## config.mk

```make
export PLATFORM = sky130hd
export DESIGN_NAME = laser_shot
export DESIGN_NICKNAME = d
export VERILOG_FILES = /design/src/rtl/laser_shot.sv
export SDC_FILE = /design/constraint.sdc
export NUM_CORES = 1
export LEC_CHECK = 0
export ABC_AREA = 0
export CORE_MARGIN = 1
export CORE_UTILIZATION = 30
export DETAILED_ROUTE_END_ITERATION = 16
export DONT_BUFFER_PORTS = 1
export GPL_ROUTABILITY_DRIVEN = 0
export SLEW_MARGIN = 10
export SYNTH_ARGS = -nofsm -noshare
export SYNTH_HDL_FRONTEND = slang
export SYNTH_SLANG_ARGS = --single-unit
```

## constraint.sdc

```tcl
create_clock -name clk -period 3.6 [get_ports clk]
set_input_delay 0.18 -clock clk [delete_from_list [all_inputs] [get_ports clk]]
set_output_delay 0.18 -clock clk [all_outputs]
set_load 0.1 [all_outputs]
```

## src/rtl/laser_shot.sv

```systemverilog
// laser_shot: player laser projectile.
// Launches one shot above the ship on a fire press, moves it up SPEED lines per
// frame, retires it on a hit or at the top of the screen, then waits COOLDOWN
// frames before the next launch is accepted. Drives a registered pixel color
// and the shot coordinates for collision logic.
// Optional build macro: LASER_AUTOFIRE_EN (a held fire level relaunches from IDLE).
//
// Handshakes: this block has no valid/ready interfaces. fire is a level from an
// asynchronous button, and hit is a single-cycle pulse that is acted on only in FLYING.
module laser_shot #(
    parameter int        SHIP_Y     = 435,
    parameter int        SHOT_W     = 2,
    parameter int        SHOT_H     = 8,
    parameter int        SPEED      = 4,
    parameter int        COOLDOWN   = 8,
    parameter logic [2:0] SHOT_COLOR = 3'b010,
    parameter int        FRAME_LINE = 480,
    parameter int        H_VISIBLE  = 640
) (
    input  logic       clk,
    input  logic       reset,
    input  logic       fire,
    input  logic [9:0] gunPosition,
    input  logic [9:0] hPos,
    input  logic [9:0] vPos,
    input  logic       hit,
    output logic [9:0] shotX,
    output logic [9:0] shotY,
    output logic       shotActive,
    output logic [2:0] color,
    output logic [1:0] state
);

    localparam logic [1:0] S_IDLE     = 2'd0;
    localparam logic [1:0] S_FLYING   = 2'd1;
    localparam logic [1:0] S_COOLDOWN = 2'd2;

    localparam logic [9:0] LAUNCH_Y   = 10'(SHIP_Y - SHOT_H);
    localparam logic [9:0] X_MAX      = 10'(H_VISIBLE - SHOT_W);
    localparam logic [9:0] SPEED_V    = 10'(SPEED);
    localparam logic [9:0] FRAME_V    = 10'(FRAME_LINE);
    localparam logic [7:0] CD_INIT    = 8'(COOLDOWN);
    localparam logic [10:0] SHOT_W_V  = 11'(SHOT_W);
    localparam logic [10:0] SHOT_H_V  = 11'(SHOT_H);

    logic       fire_meta;
    logic       fire_sync;
    logic       fire_prev;
    logic       fire_pulse;
    logic       at_line;
    logic       at_line_q;
    logic       frame_tick;
    logic       launch_req;
    logic [7:0] cd_cnt;
    logic [9:0] launch_x;
    logic       in_x;
    logic       in_y;

    // Two-flop synchronizer for the button plus a registered rising-edge pulse.
    always_ff @(posedge clk or negedge reset) begin
        if (!reset) begin
            fire_meta  <= 1'b0;
            fire_sync  <= 1'b0;
            fire_prev  <= 1'b0;
            fire_pulse <= 1'b0;
        end else begin
            fire_meta  <= fire;
            fire_sync  <= fire_meta;
            fire_prev  <= fire_sync;
            fire_pulse <= fire_sync & ~fire_prev;
        end
    end

    // Remember the previous scan-position match so the tick fires only on entry.
    always_ff @(posedge clk or negedge reset) begin
        if (!reset) begin
            at_line_q <= 1'b0;
        end else begin
            at_line_q <= at_line;
        end
    end

    // Frame tick, launch request, clamped launch column and pixel-window tests.
    always_comb begin
        at_line    = (hPos == 10'd0) && (vPos == FRAME_V);
        frame_tick = at_line & ~at_line_q;
`ifdef LASER_AUTOFIRE_EN
        launch_req = fire_sync;
`else
        launch_req = fire_pulse;
`endif
        launch_x   = (gunPosition > X_MAX) ? X_MAX : gunPosition;
        in_x       = ({1'b0, hPos} >= {1'b0, shotX}) &&
                     ({1'b0, hPos} <  ({1'b0, shotX} + SHOT_W_V));
        in_y       = ({1'b0, vPos} >= {1'b0, shotY}) &&
                     ({1'b0, vPos} <  ({1'b0, shotY} + SHOT_H_V));
    end

    // Shot state machine: launch, per-frame motion, retirement and cooldown.
    always_ff @(posedge clk or negedge reset) begin
        if (!reset) begin
            state      <= S_IDLE;
            shotX      <= 10'd0;
            shotY      <= LAUNCH_Y;
            shotActive <= 1'b0;
            cd_cnt     <= 8'd0;
        end else begin
            case (state)
                S_IDLE: begin
                    if (launch_req) begin
                        shotX      <= launch_x;
                        shotY      <= LAUNCH_Y;
                        shotActive <= 1'b1;
                        state      <= S_FLYING;
                    end
                end
                S_FLYING: begin
                    // A hit wins over a same-cycle tick; a shot too close to
                    // the top retires instead of wrapping around.
                    if (hit || (frame_tick && (shotY < SPEED_V))) begin
                        shotActive <= 1'b0;
                        cd_cnt     <= CD_INIT;
                        state      <= S_COOLDOWN;
                    end else if (frame_tick) begin
                        shotY <= shotY - SPEED_V;
                    end
                end
                S_COOLDOWN: begin
                    if (cd_cnt == 8'd0) begin
                        state <= S_IDLE;
                    end else if (frame_tick) begin
                        if (cd_cnt == 8'd1) begin
                            state <= S_IDLE;
                        end
                        cd_cnt <= cd_cnt - 8'd1;
                    end
                end
                default: begin
                    state <= S_IDLE;
                end
            endcase
        end
    end

    // Registered pixel color: one clock behind the scan position.
    always_ff @(posedge clk or negedge reset) begin
        if (!reset) begin
            color <= 3'b000;
        end else if (shotActive && in_x && in_y) begin
            color <= SHOT_COLOR;
        end else begin
            color <= 3'b000;
        end
    end

endmodule
```

==> run_results.csv <==
group,metric,value,unit
status,status,"complete, but fails checks",
status,violations,"design-rule violations",
routing,first_iter_violations,89,
cts,cts_hold_buf,3,
routing,met1Wirelength,3150,um
timing,tns,0,ns
global_routing,gr-total-overflow,0,
critical_path,crit_arrival,2.89,ns
layout,drive_above_1_share,10.7,%
synthesis,yosys.area_share.simple,21.0,%
place,portBuffers,0,
synthesis,muxShareOfSynthArea,1.79,%
layout,final_area,0.00316,sq mm
routing,routed-wl-met3,471,um
cts,cts_tree,"yes",
place,placed_area,0.00303,sq mm
synthesis,avgSynthCellArea,8.89,sq um
critical_path,startpoint_type,"register",
timing,period_minus_slack,2.70,ns
layout,finalNetCount,414,
timing,slew-limit-headroom,31.8,%
cts,cts_buffers,5,
synthesis,synth_edf_count,0,
die,initial_utilization,31.6,%
die,fp.dieH,98.5,um
routing,drt_pass1_iterations,12,
routing,drtAntennaViolNets,0,
critical_path,end_kind,"register",
timing,finalMaxSlewViolations,0,
synthesis,ys_ff_latch,36,
routing,top_layer_used,"met4",
cts,clk_pin_slew,0.08,ns
job,maxCapViolCount,0,
pwr,ir_worst_vdd,0.000429,V
place,dp_hpwl,5570,um
cts,cts-root-buf,"clkbuf_8",
synthesis,synthDistinctLibCells,50,
global_routing,grt.total_usage,14.9,%
routing,wl_per_cell,15.6,um
cts,numClockSinks,36,
critical_path,cp_max_fo,7,
timing,hold_viol_final,0,
die,io_pins,60,
global_routing,grt_pass1_vias,2418,
cts,cts_resized,0,
layout,seq_area,907,sq um
synthesis,synthCells,314,
die,core,0.00885,sq mm
global_routing,antenna_found_initial,0,
critical_path,crit_required,3.78,ns
routing,avgViaCountPerCell,5.34,
timing,rsz0062_at_grt,"no",
cts,clk_latency,0.29,ns
cts,h-tree-depth,2,
cts,clockBufferDepth,2,
die,num_rows,34,
routing,drc,4,
synthesis,ys.warnings.count,0,
routing,route.vias.total,2378,
synthesis,synth_area,0.00279,sq mm
pwr,p_leak,1.41,nW
critical_path,critical_path_class,"reg -> reg",
min_path,worst_hold_path_type,"in -> reg",
synthesis,yosysSeqAreaShare,32.5,%
synthesis,synth_top_cells_by_area,"dfrtp_1 (28%), ha_1 (20%), dfstp_2 (4.7%)",
routing,drt_wl_total,6960,um
layout,multiInputGateArea,0.00174,sq mm
synthesis,synth_area_leader_cell,"dfrtp_1",
synthesis,synth.most_common_cell,"ha_1",
pwr,powerDensity,679,mW/mm^2
die,die_w,98.5,um
synthesis,synthTopCellsByCount,"ha_1 (44), dfrtp_1 (31), inv_1 (29)",
routing,wl_met2,3210,um
cts,cts_post_setup_buffers_inserted,0,
synthesis,synth_top_family_by_area,"simple AND/OR/NAND/NOR gates",
layout,fillCellCount,904,
synthesis,synth-xor-area-share,3.76,%
critical_path,rr_worst_depth,10,
synthesis,synth_compound_area_share,15.7,%
die,die-area,0.00970,sq mm
synthesis,async_reset_ff_share,100,%
timing,worstMarginPinSlew,1.02,ns
timing,post-route-period-util,75.1,%
synthesis,synth_top_area_share,27.8,%
global_routing,grt_max_degree,37,
min_path,hold_depth,2,
synthesis,synthFlopType,"dfrtp_1",
synthesis,synth_adder_area_share,19.7,%
layout,diodes,0,
timing,finalSetupViolations,0,
global_routing,grt_first_pass_wirelength,11400,um
timing,skew,0.00932,ns
timing,fmaxAchievable,370,MHz
layout,area_delta_synth_final,13.1,%
## cell usage in the layout (no fill, tap or decap), types with 5 or more instances in the layout
master | synthesis | routed
a21oi_1 | 22 | 22
mux2i_1 | 5 | 5
buf_4 | 3 | 18
inv_1 | 29 | 29
a31oi_1 | 8 | 8
nor3_1 | 7 | 7
nor4_1 | 7 | 7
dfstp_2 | 5 | 5
nand3_1 | 19 | 19
clkbuf_8 | 0 | 6
xnor2_1 | 12 | 12
nor2_1 | 26 | 26
nand2_1 | 19 | 19
dfrtp_1 | 31 | 31
nand4_1 | 8 | 8
ha_1 | 44 | 44
o21ai_0 | 13 | 13
## layout make-up
class / instances / area share [%]
Multi-Input combinational cell: 242 / 55.0
Timing Repair Buffer: 21 / 5.55
Clock buffer: 8 / 2.85
Tap cell: 108 / 4.28
Inverter: 30 / 3.57
Sequential cell: 36 / 28.7
## cells by family after synthesis
family / after synthesis
adder cells (fa/ha/maj): 44
multiplexers: 5
XOR/XNOR: 12
buffers and inverters: 37
other: 1
AND/OR/NAND/NOR: 110
flip-flops: 36
AO/OA/AOI/OAI: 69
## critical path: stages (launching register included)
cell and delay, ns:
dfstp_2 0.93, inv_1 0.19, nor3_1 0.17, nand3_1 0.13
xnor2_1 0.18, ha_1 0.27, nand2_1 0.08, nor2_1 0.05
a211oi_1 0.25, a2bb2oi_1 0.12, nor4_1 0.22
## flip-flops by register name (all words and copies together), names as in the netlist
signal / count
shotY: 9
shotActive: 1
state: 2
at_line_q: 1
fire_prev: 1
color: 1
shotX: 10
fire_meta: 1
cd_cnt: 8
fire_pulse: 1
fire_sync: 1
## path summary, 6_finish.rpt
kind / slack [ns] / from / to
max in group asynchronous: 3.00 / reset / shotY[3]
setup reg to reg: 0.90 / shotY[7] / color[1]
hold / removal: 0.03 / gunPosition[0] / shotX[0]
min in group asynchronous: 0.35 / reset / fire_meta
setup / recovery: 0.90 / shotY[7] / color[1]
hold reg to reg: 0.35 / fire_meta / fire_sync
## layer usage
metal	global-route usage (%)	vias up
li1	-	1174
met1	18.6	1121
met2	25.0	72
met3	3.76	11
met4	5.17	0
met5	0	-
## per-stage QoR
stage                     util [%]  std cells  worst slack (ns)  total power [mW]  hold slack, ns
final                         35.7        445             0.896              2.15          0.0309
after global routing          35.7        445             0.758              2.29          0.0246
after CTS                     35.7        445             0.896              2.16          0.0222
after detailed placement      34.2        434             0.919              1.84          -0.114
after global placement        34.2        434              1.01              1.81          -0.114
after floorplan                  -        315             0.825              1.58          -0.116
## power by group
group / switching [mW] / total (mW) / internal, mW
Combinational: 0.927 / 1.28 / 0.356
Sequential: 0.0913 / 0.565 / 0.473
Clock: 0.141 / 0.298 / 0.156
Total: 1.16 / 2.15 / 0.985
(Power assumes the default switching activity.)
